==> config.mk <==
export PLATFORM = sky130hd
export DESIGN_NAME = warp_issue_arbiter
export DESIGN_NICKNAME = d
export VERILOG_FILES = /design/src/rtl/radiance_issue_pkg.sv /design/src/rtl/rr_priority_picker.sv /design/src/rtl/warp_issue_arbiter.sv
export SDC_FILE = /design/constraint.sdc
export NUM_CORES = 1
export LEC_CHECK = 0
export BUFFER_PORTS_ARGS = -buffer_cell sky130_fd_sc_hd__buf_2
export CAP_MARGIN = 20
export CORE_AREA = 2 2 360 362
export CTS_CLUSTER_SIZE = 25
export DETAILED_ROUTE_END_ITERATION = 16
export DIE_AREA = 0 0 362 364
export SLEW_MARGIN = 40
export SYNTH_ARGS = -nofsm -noshare
export SYNTH_HDL_FRONTEND = slang
export SYNTH_SLANG_ARGS = --single-unit
==> constraint.sdc <==
create_clock -name clock -period 7.05 [get_ports clock]
set_input_delay 1.41 -clock clock [delete_from_list [all_inputs] [get_ports clock]]
set_output_delay 1.41 -clock clock [all_outputs]
set_load 0.01 [all_outputs]
==> src/rtl/radiance_issue_pkg.sv <==
// Shared types and helpers for the warp issue arbiter and its priority picker.
package radiance_issue_pkg;

    localparam int STARVE_LIMIT_DEFAULT = 15;

    // Slot fields are sized for the widest supported configuration; unused upper bits stay zero.
    localparam int SLOT_WID_MAX = 8;
    localparam int SLOT_PC_MAX  = 64;
    localparam int SLOT_RAW_MAX = 128;

    function automatic int warp_id_w(input int n);
        return (n > 1) ? $clog2(n) : 1;
    endfunction

    typedef struct packed {
        logic [SLOT_WID_MAX-1:0] wid;
        logic [SLOT_PC_MAX-1:0]  pc;
        logic [SLOT_RAW_MAX-1:0] raw;
    } issue_slot_t;

endpackage

==> src/rtl/rr_priority_picker.sv <==
// Rotating priority encoder: first set request at or above start_i, wrapping to 0.
module rr_priority_picker
    import radiance_issue_pkg::*;
#(
    parameter  int N  = 8,
    localparam int IW = warp_id_w(N)
) (
    input  logic [N-1:0]  req_i,
    input  logic [IW-1:0] start_i,
    output logic [N-1:0]  gnt_o,
    output logic [IW-1:0] gnt_idx_o,
    output logic          any_o
);

    int idx;

    // Scan offsets from farthest to nearest so the nearest hit wins.
    always_comb begin
        gnt_idx_o = '0;
        any_o     = 1'b0;
        idx       = 0;
        for (int off = N - 1; off >= 0; off--) begin
            idx = int'(start_i) + off;
            if (idx >= N) begin
                idx = idx - N;
            end
            if (req_i[idx]) begin
                any_o     = 1'b1;
                gnt_idx_o = IW'(idx);
            end
        end
    end

    genvar gi;
    generate
        for (gi = 0; gi < N; gi++) begin : g_onehot
            assign gnt_o[gi] = any_o && (gnt_idx_o == IW'(gi));
        end
    endgenerate

endmodule

==> src/rtl/warp_issue_arbiter.sv <==
// Selects one eligible warp per cycle into a single issue slot, with starvation override.
// Define ISSUE_GTO_EN for greedy-then-oldest policy; default build is round-robin.
module warp_issue_arbiter
    import radiance_issue_pkg::*;
#(
    parameter int NUM_WARPS    = 8,
    parameter int ARCH_LEN     = 32,
    parameter int INST_BITS    = 64,
    parameter int STARVE_LIMIT = STARVE_LIMIT_DEFAULT
) (
    input  logic                             clock,
    input  logic                             reset,
    input  logic [NUM_WARPS-1:0]             ibuf_valid,
    output logic [NUM_WARPS-1:0]             ibuf_ready,
    input  logic [NUM_WARPS*ARCH_LEN-1:0]    ibuf_pc,
    input  logic [NUM_WARPS*INST_BITS-1:0]   ibuf_raw,
    input  logic [NUM_WARPS-1:0]             warp_stall,
    output logic                             issue_valid,
    input  logic                             issue_ready,
    output logic [warp_id_w(NUM_WARPS)-1:0]  issue_wid,
    output logic [ARCH_LEN-1:0]              issue_pc,
    output logic [INST_BITS-1:0]             issue_raw,
    output logic [31:0]                      issue_count
);

    localparam int              WW        = warp_id_w(NUM_WARPS);
    localparam logic [3:0]      LIMIT     = 4'(STARVE_LIMIT);
    localparam logic [WW-1:0]   LAST_WARP = WW'(NUM_WARPS - 1);

    logic [NUM_WARPS-1:0]       eligible;
    logic [NUM_WARPS-1:0]       starved;
    logic [NUM_WARPS-1:0][3:0]  wait_q, wait_d;
    logic                       slot_free;
    logic                       do_grant;
    logic                       valid_q, valid_d;
    issue_slot_t                slot_q, slot_d;
    logic [31:0]                count_q, count_d;
    logic [WW-1:0]              last_grant_q, last_grant_d;

    logic [NUM_WARPS-1:0]       starve_gnt, policy_gnt, grant_oh;
    logic [WW-1:0]              starve_idx, policy_idx, grant_idx;
    logic                       starve_any, policy_any;

    assign eligible  = ibuf_valid & ~warp_stall;
    assign slot_free = ~valid_q | issue_ready;

    genvar gi;
    generate
        for (gi = 0; gi < NUM_WARPS; gi++) begin : g_wait
            assign starved[gi] = eligible[gi] && (wait_q[gi] == LIMIT);
            assign wait_d[gi]  = (!eligible[gi] || ibuf_ready[gi]) ? 4'd0 :
                                 (wait_q[gi] < LIMIT)              ? wait_q[gi] + 4'd1 :
                                                                     wait_q[gi];
        end
    endgenerate

    rr_priority_picker #(.N(NUM_WARPS)) u_starve_pick (
        .req_i     (starved),
        .start_i   ('0),
        .gnt_o     (starve_gnt),
        .gnt_idx_o (starve_idx),
        .any_o     (starve_any)
    );

`ifdef ISSUE_GTO_EN
    logic [3:0] best_cnt;

    // Stick with the last warp; otherwise take the longest waiter, lowest index on ties.
    always_comb begin
        policy_idx = '0;
        policy_any = 1'b0;
        best_cnt   = '0;
        if (eligible[last_grant_q]) begin
            policy_idx = last_grant_q;
            policy_any = 1'b1;
        end else begin
            for (int w = 0; w < NUM_WARPS; w++) begin
                if (eligible[w] && (!policy_any || wait_q[w] > best_cnt)) begin
                    policy_any = 1'b1;
                    best_cnt   = wait_q[w];
                    policy_idx = WW'(w);
                end
            end
        end
    end

    generate
        for (gi = 0; gi < NUM_WARPS; gi++) begin : g_gto_onehot
            assign policy_gnt[gi] = policy_any && (policy_idx == WW'(gi));
        end
    endgenerate
`else
    logic [WW-1:0] rr_start;

    assign rr_start = (last_grant_q == LAST_WARP) ? '0 : last_grant_q + WW'(1);

    rr_priority_picker #(.N(NUM_WARPS)) u_rr_pick (
        .req_i     (eligible),
        .start_i   (rr_start),
        .gnt_o     (policy_gnt),
        .gnt_idx_o (policy_idx),
        .any_o     (policy_any)
    );
`endif

    // Reset suppresses the dequeue so nothing is lost from the buffers that cycle.
    assign do_grant   = ~reset & slot_free & (starve_any | policy_any);
    assign grant_oh   = starve_any ? starve_gnt : policy_gnt;
    assign grant_idx  = starve_any ? starve_idx : policy_idx;
    assign ibuf_ready = do_grant ? grant_oh : '0;

    always_comb begin
        slot_d                    = '0;
        slot_d.wid[WW-1:0]        = grant_idx;
        slot_d.pc[ARCH_LEN-1:0]   = ibuf_pc[ARCH_LEN*grant_idx +: ARCH_LEN];
        slot_d.raw[INST_BITS-1:0] = ibuf_raw[INST_BITS*grant_idx +: INST_BITS];
    end

    assign valid_d      = do_grant ? 1'b1 : (issue_ready ? 1'b0 : valid_q);
    assign count_d      = count_q + {31'd0, valid_q & issue_ready};
    assign last_grant_d = do_grant ? grant_idx : last_grant_q;

    always_ff @(posedge clock) begin
        if (reset) begin
            valid_q      <= 1'b0;
            slot_q       <= '0;
            count_q      <= '0;
            last_grant_q <= LAST_WARP;
            wait_q       <= '0;
        end else begin
            valid_q      <= valid_d;
            count_q      <= count_d;
            last_grant_q <= last_grant_d;
            wait_q       <= wait_d;
            if (do_grant) begin
                slot_q <= slot_d;
            end
        end
    end

    logic unused_slot_bits;
    assign unused_slot_bits = ^slot_q;

    assign issue_valid = valid_q;
    assign issue_wid   = slot_q.wid[WW-1:0];
    assign issue_pc    = slot_q.pc[ARCH_LEN-1:0];
    assign issue_raw   = slot_q.raw[INST_BITS-1:0];
    assign issue_count = count_q;

endmodule

* Word level (Yosys, flattened, before mapping) *
Index checks and enable logic that the tools add are counted.

word-level totals
  bits in registers = 167
  output and inout bits = 140
  logic and storage cells = 218

cells by class
  $add $sub $neg = 25
  magnitude comparators = 24
  eq/ne operators = 23
  shift-type cells = 2
  mux-type cells = 70
  bitwise operators = 9
  reduce and logical (&&, ||, !) cells = 51

operator list
  kind                     number
  $shiftx A512 B10 Y64     1
  $lt A32 B5 Y1 const B    8
  $mux W32                 8
  $shiftx A256 B9 Y32      1
  $ge A32 B5 Y1 const B    7
  $sub A32 B5 Y32 const B  7
  $mux W3                  18
  $mux W1                  34
  $add A32 B1 Y32          1
  $add A4 B1 Y4 const B    8
  $eq A4 B4 Y1 const B     8
  $lt A4 B4 Y1 const B     8
  $eq A3 B3 Y1 const B     9
  $bmux W1 S3              8
  $logic_and A1 B1 Y1      24
  $add A3 B3 Y4 const B    4
  $mux W8                  2
  $reduce_or A2 Y1         8
  $eq A3 B2 Y1 const B     4
  $add A3 B2 Y4 const B    2
  $and A8 B8 Y8            1
  $logic_not A1 Y1         8
  $logic_or A1 B1 Y1       8
  $not A8 Y8               1
  10 further kinds         16

* Longest topological paths before layout *
Gate-level depths: netlist of the first run.

  depth in word-level cells = 22
  depth in mapped cells = 18
  mapped depth without buffers = 12

* By module *
From an unflattened synthesis of the first run, not the netlist that was laid out.

unflattened totals
  cells, all modules = 2022
  area, all modules = 17111.4 um^2

by module, submodules not included
  module              times used  cells each  area each (um^2)
  warp_issue_arbiter  1           1760        14699.1
  rr_priority_picker  2           131         1206.2

* Worst setup path before layout of the first run *
OpenSTA, ideal clock, no wires.

  path kind = in2out
  start = input warp_stall[6]
  end = output ibuf_ready[2]
  data arrival time = 3.866 ns
  slack = 1.774 ns
  cell stages on the path = 9
  path buffers = 0
  cells stage by stage = nor4b_1 -> a21oi_1 -> mux4_2 -> nor2b_1 -> o211ai_2 -> mux2i_2 -> nor4b_1 -> nand2_1 -> a21oi_1

between the ends
  word-level cells in the longest chain between the ends = 17
  elaborated cells between the ends (all ways) = 65
  those cells by class = eq/ne: 2; mux: 56; bitwise: 4; reduce/logical: 3

RTL lines
  element                                      line                       RTL
  start, declared                              warp_issue_arbiter.sv:17   input logic [NUM_WARPS-1:0] warp_stall,
  $not A8 Y8 (*)                               warp_issue_arbiter.sv:44   assign eligible = ibuf_valid & ~warp_stall;
  $and A8 B8 Y8 (*)                            warp_issue_arbiter.sv:44
  $bmux W1 S3                                  rr_priority_picker.sv:27   if (req_i[idx]) begin
  $mux W1 (implied by the code) (2 in series)  rr_priority_picker.sv:27
  $mux W3 (8 in series)                        rr_priority_picker.sv:27
  $eq A3 B2 Y1                                 rr_priority_picker.sv:37   assign gnt_o[gi] = any_o && (gnt_idx_o == IW'(gi));
  $logic_and A1 B1 Y1                          rr_priority_picker.sv:37
  $mux W8                                      warp_issue_arbiter.sv:108  assign grant_oh = starve_any ? starve_gnt : policy_gnt;
  $mux W8 (*)                                  warp_issue_arbiter.sv:110  assign ibuf_ready = do_grant ? grant_oh : '0;
  end, declared                                warp_issue_arbiter.sv:14   output logic [NUM_WARPS-1:0] ibuf_ready,

Mark *: on every way between the ends. The rest lies on a longest branch, timed or not. The select of a mux whose other input is x is not followed.

* Final worst setup path of the first run *
  start = register last_grant_q[0]
  end = output ibuf_ready[2]

between the ends
  word-level cells in the longest chain between the ends = 20
  elaborated cells between the ends (all ways) = 80
  those cells by class = add/sub: 16; order compare: 8; eq/ne: 2; mux: 51; bitwise: 2; reduce/logical: 1

RTL lines
  element                                                  line                                                RTL
  start, declared                                          warp_issue_arbiter.sv:38                            logic [WW-1:0] last_grant_q, last_grant_d;
  start signal, assigned                                   warp_issue_arbiter.sv:133                           last_grant_q <= last_grant_d;
  $add A3 B1 Y3 / $eq A3 B3 Y1 (equally long branches)     warp_issue_arbiter.sv:95                            assign rr_start = (last_grant_q == LAST_WARP) ? '0 : last_grant_q + WW'(1);
  $mux W3 (*)                                              warp_issue_arbiter.sv:95
  $add A3 B3 Y4                                            rr_priority_picker.sv:23                            idx = int'(start_i) + off;
  $sub A32 B5 Y32 / $ge A32 B5 Y1 (equally long branches)  rr_priority_picker.sv:25, rr_priority_picker.sv:24
  $mux W32                                                 rr_priority_picker.sv:24                            if (idx >= N) begin
  $bmux W1 S3                                              rr_priority_picker.sv:27
  $mux W1 (implied by the code) (2 in series)              rr_priority_picker.sv:27
  $mux W3 (8 in series)                                    rr_priority_picker.sv:27
  $eq A3 B2 Y1                                             rr_priority_picker.sv:37
  $logic_and A1 B1 Y1                                      rr_priority_picker.sv:37
  $mux W8                                                  warp_issue_arbiter.sv:108
  $mux W8 (*)                                              warp_issue_arbiter.sv:110

Marks and branches as above.

==> results of run 1 <==
[layout by cell type (no fill, tap or decap), types with 14 or more instances in the layout]
master       n
nand3_1     40
inv_1       39
clkbuf_16   17
mux2_1      17
dfxtp_1    167
a21oi_1     18
o211ai_1    88
nor3_1      28
nor2_1      67
o21ai_0     14
a221o_1     72
mux2i_1    279
nor2b_1     15
xor2_1      22
nand2_1    196
o211a_1     72
buf_4       41
a211oi_1    77
o311ai_1    19
mux2_2      31
xnor2_1     16
a311oi_1    72
buf_2      926
[state kept, by name, summed over array words and instances, names as in the netlist]
register,flops
issue_count,32
issue_pc,32
issue_raw,64
wait_q,32
issue_valid,1
last_grant_q,3
issue_wid,3
[cells by family after synthesis]
kind of cell             after synthesis
multiplexers                         341
XOR/XNOR                              39
AND/OR/NAND/NOR                      412
buffers and inverters                204
flip-flops                           167
adder cells (fa/ha/maj)               13
AO/OA/AOI/OAI                        473
[worst max-delay path: stages (launching register included)]
cell and delay, ps:
dfxtp_1 470, ha_1 270, ha_1 470, xnor2_1 610
mux4_2 600, nor2b_1 160, o211ai_2 190, mux2i_2 500
nor4b_1 380, nand2_1 130, a21oi_1 360, buf_2 260
[stage by stage]
stage	util	instances	setup WS, ps	instance area [um2]
floorplan	-	1649	1770	14400
global placement	0.162	4137	799	20800
detailed placement	0.162	4139	785	20800
CTS	0.167	4171	663	21400
global route	0.167	4174	341	21400
finish	0.167	4175	720	21400
[final timing paths]
kind / start / end / slack [ps] / cells past startpoint
worst max-delay path: last_grant_q[0]$_SDFFE_PP1P_ / ibuf_ready[2] / 720 / 11
worst min-delay path: issue_raw[40]$_SDFFE_PP0P_ / issue_raw[40]$_SDFFE_PP0P_ / 450 / 2
worst max register to register: last_grant_q[0]$_SDFFE_PP1P_ / issue_raw[51]$_SDFFE_PP0P_ / 1780 / 14
worst min register to register: issue_raw[40]$_SDFFE_PP0P_ / issue_raw[40]$_SDFFE_PP0P_ / 450 / 2
[synthesized netlist by cell type (28+ instances only)]
library cell  number  area, um2
nor2_1            70        263
o211a_1           72        721
clkbuf_1          68        255
nand3_1           40        200
a221o_1           72        721
buf_2             48        240
o211ai_1          88        661
a211oi_1          79        593
inv_1             39        146
dfxtp_1          167       3340
mux2_2            31        349
nand2_1          197        739
mux2i_1          279       2790
nor3_1            28        140
a311oi_1          72        631
[per-layer routing]
metal  share of wire  up-vias  track usage
li1                -     8080            -
met1            0.40     8449        0.158
met2            0.44      969        0.199
met3            0.12      146       0.0621
met4           0.042       34       0.0613
met5          0.0043        -      0.00871
[final cells by class]
type	count	area, um2
Sequential cell	167	3340
Timing Repair Buffer	979	5180
Inverter	40	150
Tap cell	1675	2100
Fill cell	14600	107000
Antenna cell	4	10.0
Clock buffer	19	443
Clock inverter	13	156
Multi-Input combinational cell	1278	10100
==> flow_summary.ini, run 1 <==
[cells_and_area]
syn2layout_area_growth_pct = 48.7
drive_gt1_frac = 0.433
fin_nets = 3283

[sta]
finalSetupTns_ps = 0
worstMarginPinSlew_ps = 1000
finalHoldViolations = 0
rsz0062_at_grt = false
skew_ps = 21.2
setup_violations = 0
finalCriticalPeriod_ps = 6330
fin_hold_ws_ps = 454
slew_violations = 0
slew_headroom = 0.330
fin_crit_sh = 0.898
fmax_ghz = 0.158

[floorplanning]
rows = 132
coreArea_um2 = 128000
die_h_um = 364
start_util = 0.112
dieArea_um2 = 132000
die_width_um = 362
pin_count = 927

[route]
detail-route-antenna-nets = 0
post-route-drc-count = 0
dr.pass1.iters = 5
viasPerCell = 4.23
wl_per_cell_um = 22.2
vias = 17700
drt_wl_total_mm = 92.8
drt_iter0_markers = 1476

[synthesis]
synth_compound_area_frac = 0.276
synth_async_sr_flop_share = 0
yosysSeqAreaShare = 0.232
synthMuxAreaShare = 0.253
synth_xor_xnor_area_share = 0.0237
synth-adder-area-share = 0.0113
ys_ff_latch = 167
ys_types = 65
synth_cells = 1649
yosys.area_share.simple = 0.129
postSynthAreaPerCell_um2 = 8.74
ys_warn_count = 0
synth_top_family_by_area = compound AO/OA/AOI/OAI gates
yosys_most_used_dff = dfxtp_1
synth_area_um2 = 14400
syn_nets = 2449
synth_edf_count = 0

[placed_design]
hpwl_mm = 75.2
place_congestion = 0.952
numPortBuffers = 926

[cts]
cts_buffers = 17
clockRootBuffer = clkbuf_16
cts_hold_buf = 0
clk_pin_slew_ps = 70
cts_tree = done
worst_skew_pair.late_latency_ps = 530
postCtsSetupRepairBufs = 0
ctsResizeCount = 0
cts_max_path_buffers = 2
h-tree-depth = 4
clock-sinks = 167

[status]
outcome = complete, no violations

[setup_path]
crit_arrival_ps = 4920
worst-path-max-fanout = 14
cp_data_required_time_ps = 5640
crit_path_end_kind = output port
start_kind = register
crit_type = register to output port

[global_route]
grt-ovfl-total = 0
antenna_found_initial = 25
grt_pass1_wl_mm = 123
grt_max_degree = 109
grt_usage = 0.132
grt_pass1_vias = 16400

[min_path]
min_path_type = register to register

[run]
drv_cap = 0
Power of run 1 is not shown: default switching activity piles up to over one toggle a cycle in this logic, so the estimate is an artifact.
==> run 2, diff against run 1 <==
- CORE_AREA: 2 2 360 362 -> 2 2 366 368
- DIE_AREA: 0 0 362 364 -> 0 0 368 370
- HOLD_SLACK_MARGIN: not set -> 0.08
==> flow_summary.ini, run 2 (synthesis results as in run 1) <==
[cts]
clock-sinks = 167
cts_tree = done
clk_pin_slew_ps = 80
worst_skew_pair.late_latency_ps = 520
postCtsSetupRepairBufs = 0
cts_buffers = 17
cts_max_path_buffers = 2
clockRootBuffer = clkbuf_16
h-tree-depth = 4
ctsResizeCount = 0
cts_hold_buf = 0

[route]
dr.pass1.iters = 8
viasPerCell = 4.12
drt_iter0_markers = 1301
drt_wl_total_mm = 93.1
post-route-drc-count = 0
vias = 17600
wl_per_cell_um = 21.7
detail-route-antenna-nets = 0

[setup_path]
crit_path_end_kind = output port
cp_slowest_stage_delay_ps = 620
crit_top_cell = ha_1
cp_data_required_time_ps = 5640
crit_arrival_ps = 4900
path_cells = ha_1 -> ha_1 -> buf_4 -> xnor2_1 -> mux4_2 -> nor2b_1 -> o211ai_2 -> mux2i_2 -> nor4b_1 -> nand2_1 -> a21oi_1 -> buf_2
start_kind = register
worst_path_max_delay_cell = mux4_2
worst-path-max-fanout = 14
crit_type = register to output port

[sta]
fmax_ghz = 0.159
rsz0062_at_grt = false
finalHoldViolations = 0
finalCriticalPeriod_ps = 6310
setup_violations = 0
fin_crit_sh = 0.894
finalWorstSetupSlack_ps = 744
slew_violations = 0
skew_ps = 20.5
slew_headroom = 0.430
finalSetupTns_ps = 0
worstMarginPinSlew_ps = 855

[cells_and_area]
fin_nets = 3296
syn2layout_area_growth_pct = 50.5
largest_reg_flops = 64
layout_common_cells = 926 x buf_2, 278 x mux2i_1, 196 x nand2_1
drive_gt1_frac = 0.435
mostFrequentLayoutCell = buf_2

[floorplanning]
die_width_um = 368
pin_count = 927
start_util = 0.109
rows = 134
dieArea_um2 = 136000
coreArea_um2 = 132000
die_h_um = 370

[min_path]
min_path_type = register to register

[global_route]
grt-ovfl-total = 0
grt_pass1_vias = 16900
grt_usage = 0.129
antenna_found_initial = 25
grt_pass1_wl_mm = 125
grt_max_degree = 99

[placed_design]
hpwl_mm = 76.5
place_congestion = 0.997
post-place-ws_ps = 803
numPortBuffers = 926

[run]
drv_cap = 0

[status]
outcome = complete, no violations
==> run 2: metal layers <==
| metal | track usage | vias to the layer above | share of wire |
|---|---|---|---|
| met5 | 0 | - | 0.0013 |
| met4 | 0.0639 | 18 | 0.046 |
| met3 | 0.0412 | 138 | 0.090 |
| met2 | 0.201 | 915 | 0.45 |
| met1 | 0.159 | 8468 | 0.41 |
| li1 | - | 8095 | - |
==> run 2: worst max-delay path: cells and delay by family, from the launching register on <==
| kind | cells | cell delay (ps) |
|---|---|---|
| adder cells (fa/ha/maj) | 2 | 530 |
| XOR/XNOR | 1 | 570 |
| multiplexers | 2 | 1080 |
| flip-flops | 1 | 480 |
| buffers and inverters | 2 | 490 |
| AND/OR/NAND/NOR | 3 | 690 |
| AO/OA/AOI/OAI | 2 | 550 |
==> run 2: path summary, 6_finish.rpt <==
| check | start | slack [ps] | cells after the start | endpoint |
|---|---|---|---|---|
| worst max-delay path | last_grant_q[0]$_SDFFE_PP1P_ | 740 | 12 | ibuf_ready[2] |
| worst min-delay path | issue_pc[27]$_SDFFE_PP0P_ | 460 | 2 | issue_pc[27]$_SDFFE_PP0P_ |
| worst min register to register | issue_pc[27]$_SDFFE_PP0P_ | 460 | 2 | issue_pc[27]$_SDFFE_PP0P_ |
| worst max register to register | last_grant_q[0]$_SDFFE_PP1P_ | 1850 | 14 | issue_pc[3]$_SDFFE_PP0P_ |
==> run 2: per-stage QoR <==
step	area [um2]	hold WS (ps)	util	instances
after CTS	21700	463	0.164	4277
final	21700	460	0.164	4283
after floorplan	14400	446	-	1649
after detailed placement	21000	443	0.159	4245
after global routing	21700	485	0.164	4280
after global placement	21000	435	0.159	4243
==> run 2: cell type report <==
| type | instances | area [um2] |
|---|---|---|
| fill | 15100 | 111000 |
| multi-input combinational | 1278 | 10100 |
| timing repair buffer | 992 | 5290 |
| sequential | 167 | 3340 |
| tap | 1768 | 2210 |
| clock buffer | 18 | 429 |
| clock inverter | 14 | 193 |
| inverter | 40 | 150 |
| antenna | 6 | 15.0 |
Power of run 2 is left out for the same reason.
==> run 3, diff against run 2 <==
- CORE_AREA: 2 2 366 368 -> 2 2 357 359
- DIE_AREA: 0 0 368 370 -> 0 0 359 361
- PLACE_DENSITY: not set -> 0.39
==> flow_summary.ini, run 3 (synthesis results as in run 1) <==
[status]
outcome = complete, no violations

[sta]
slew_headroom = 0.427
fin_hold_ws_ps = 457
setup_violations = 0
finalCriticalPeriod_ps = 6230
slew_violations = 0
skew_ps = 17.1
finalSetupTns_ps = 0
finalHoldViolations = 0
rsz0062_at_grt = false
fmax_ghz = 0.160
fin_crit_sh = 0.884
worstMarginPinSlew_ps = 859

[global_route]
top_usage_layer = met2
grt_max_degree = 107
grt_pass1_vias = 16700
grt_use_met2 = 0.224
met1_usage = 0.182
grt_usage = 0.140
antenna_found_initial = 28
grt.met3_usage = 0.0482
grt-ovfl-total = 0
grt_pass1_wl_mm = 129

[placed_design]
numPortBuffers = 926
hpwl_mm = 78.1
placed_cells = 4109
place_area_um2 = 20800
place_congestion = 0.886

[cts]
cts_tree = done
postCtsSetupRepairBufs = 0
h-tree-depth = 4
cts_hold_buf = 0
cts_max_path_buffers = 2
cts_buffers = 17
ctsResizeCount = 0
worst_skew_pair.late_latency_ps = 550
clk_pin_slew_ps = 70
clock-sinks = 167
clockRootBuffer = clkbuf_16

[cells_and_area]
syn2layout_area_growth_pct = 48.0
instances_no_fill = 4141
stdcell_area_um2 = 21300
layout_common_cells = 926 x buf_2, 278 x mux2i_1, 196 x nand2_1
mostFrequentLayoutCell = buf_2
largest_reg_flops = 64
drive_gt1_frac = 0.431
fin_nets = 3278
fill_cells = 14400

[setup_path]
start_kind = register
crit_type = register to output port
path_cells = ha_1 -> ha_1 -> or2_1 -> mux2i_1 -> mux4_2 -> nor2b_1 -> o211ai_2 -> mux2i_2 -> nor4b_1 -> a21oi_1 -> nor2_1 -> buf_2
crit_top_cell = ha_1
cp_data_required_time_ps = 5640
crit_arrival_ps = 4820
cp_slowest_stage_delay_ps = 560
worst_path_max_delay_cell = mux4_2
worst-path-max-fanout = 13
crit_path_end_kind = output port

[route]
post-route-drc-count = 0
vias = 17200
drt_iter0_markers = 1315
drt_wl_total_mm = 95.2
viasPerCell = 4.16
dr.pass1.iters = 5
detail-route-antenna-nets = 0
wl_per_cell_um = 23.0

[floorplanning]
die_h_um = 361
dieArea_um2 = 130000
rows = 130
start_util = 0.115
coreArea_um2 = 125000
die_width_um = 359
pin_count = 927

[min_path]
min_path_type = register to register

[run]
drv_cap = 0
## run 3: cell count changes in the layout (fill, tap and decap cells not counted), moves of 2 or more
cell / before / now
buf_4: 53 / 38
bufinv_16: 3 / 1
clkbuf_8: 0 / 2
a311oi_1: 72 / 70
diode_2: 6 / 1
## run 3: stage by stage
step | util | setup WS (ps)
after floorplan | - | 1770
after global placement | 0.165 | 772
after detailed placement | 0.166 | 919
after CTS | 0.170 | 694
after global routing | 0.170 | 418
final | 0.170 | 817
## run 3: final cells by class
cell class | instances | area, um2 | share of cell area
Inverter | 40 | 150 | 0.00703
Sequential cell | 167 | 3340 | 0.157
Timing Repair Buffer | 974 | 5110 | 0.240
Antenna cell | 1 | 2.50 | 0.000117
Clock buffer | 20 | 457 | 0.0214
Clock inverter | 11 | 116 | 0.00545
Tap cell | 1650 | 2060 | 0.0967
Multi-Input combinational cell | 1278 | 10100 | 0.473
## run 3: worst max-delay path: cells and delay by family (launching register included)
kind | cells | cell delay [ps]
compound gates | 2 | 380
mux | 3 | 1350
fa+ha+maj | 2 | 540
simple gates | 4 | 1360
buf+inv | 1 | 210
flops | 1 | 440
## run 3: final timing paths
kind | startpoint | to | slack, ps | cells after the start
worst max register to register | last_grant_q[0]$_SDFFE_PP1P_ | issue_pc[1]$_SDFFE_PP0P_ | 1840 | 13
worst max-delay path | last_grant_q[0]$_SDFFE_PP1P_ | ibuf_ready[0] | 820 | 12
worst min register to register | issue_pc[27]$_SDFFE_PP0P_ | issue_pc[27]$_SDFFE_PP0P_ | 460 | 2
worst min-delay path | issue_pc[27]$_SDFFE_PP0P_ | issue_pc[27]$_SDFFE_PP0P_ | 460 | 2
## run 3: routing by layer
layer	share of wire	routed length [um]
met5	0.0017	160
met2	0.46	43900
met1	0.44	41600
met4	0.013	1240
met3	0.087	8330
Power of run 3 is left out for the same reason.
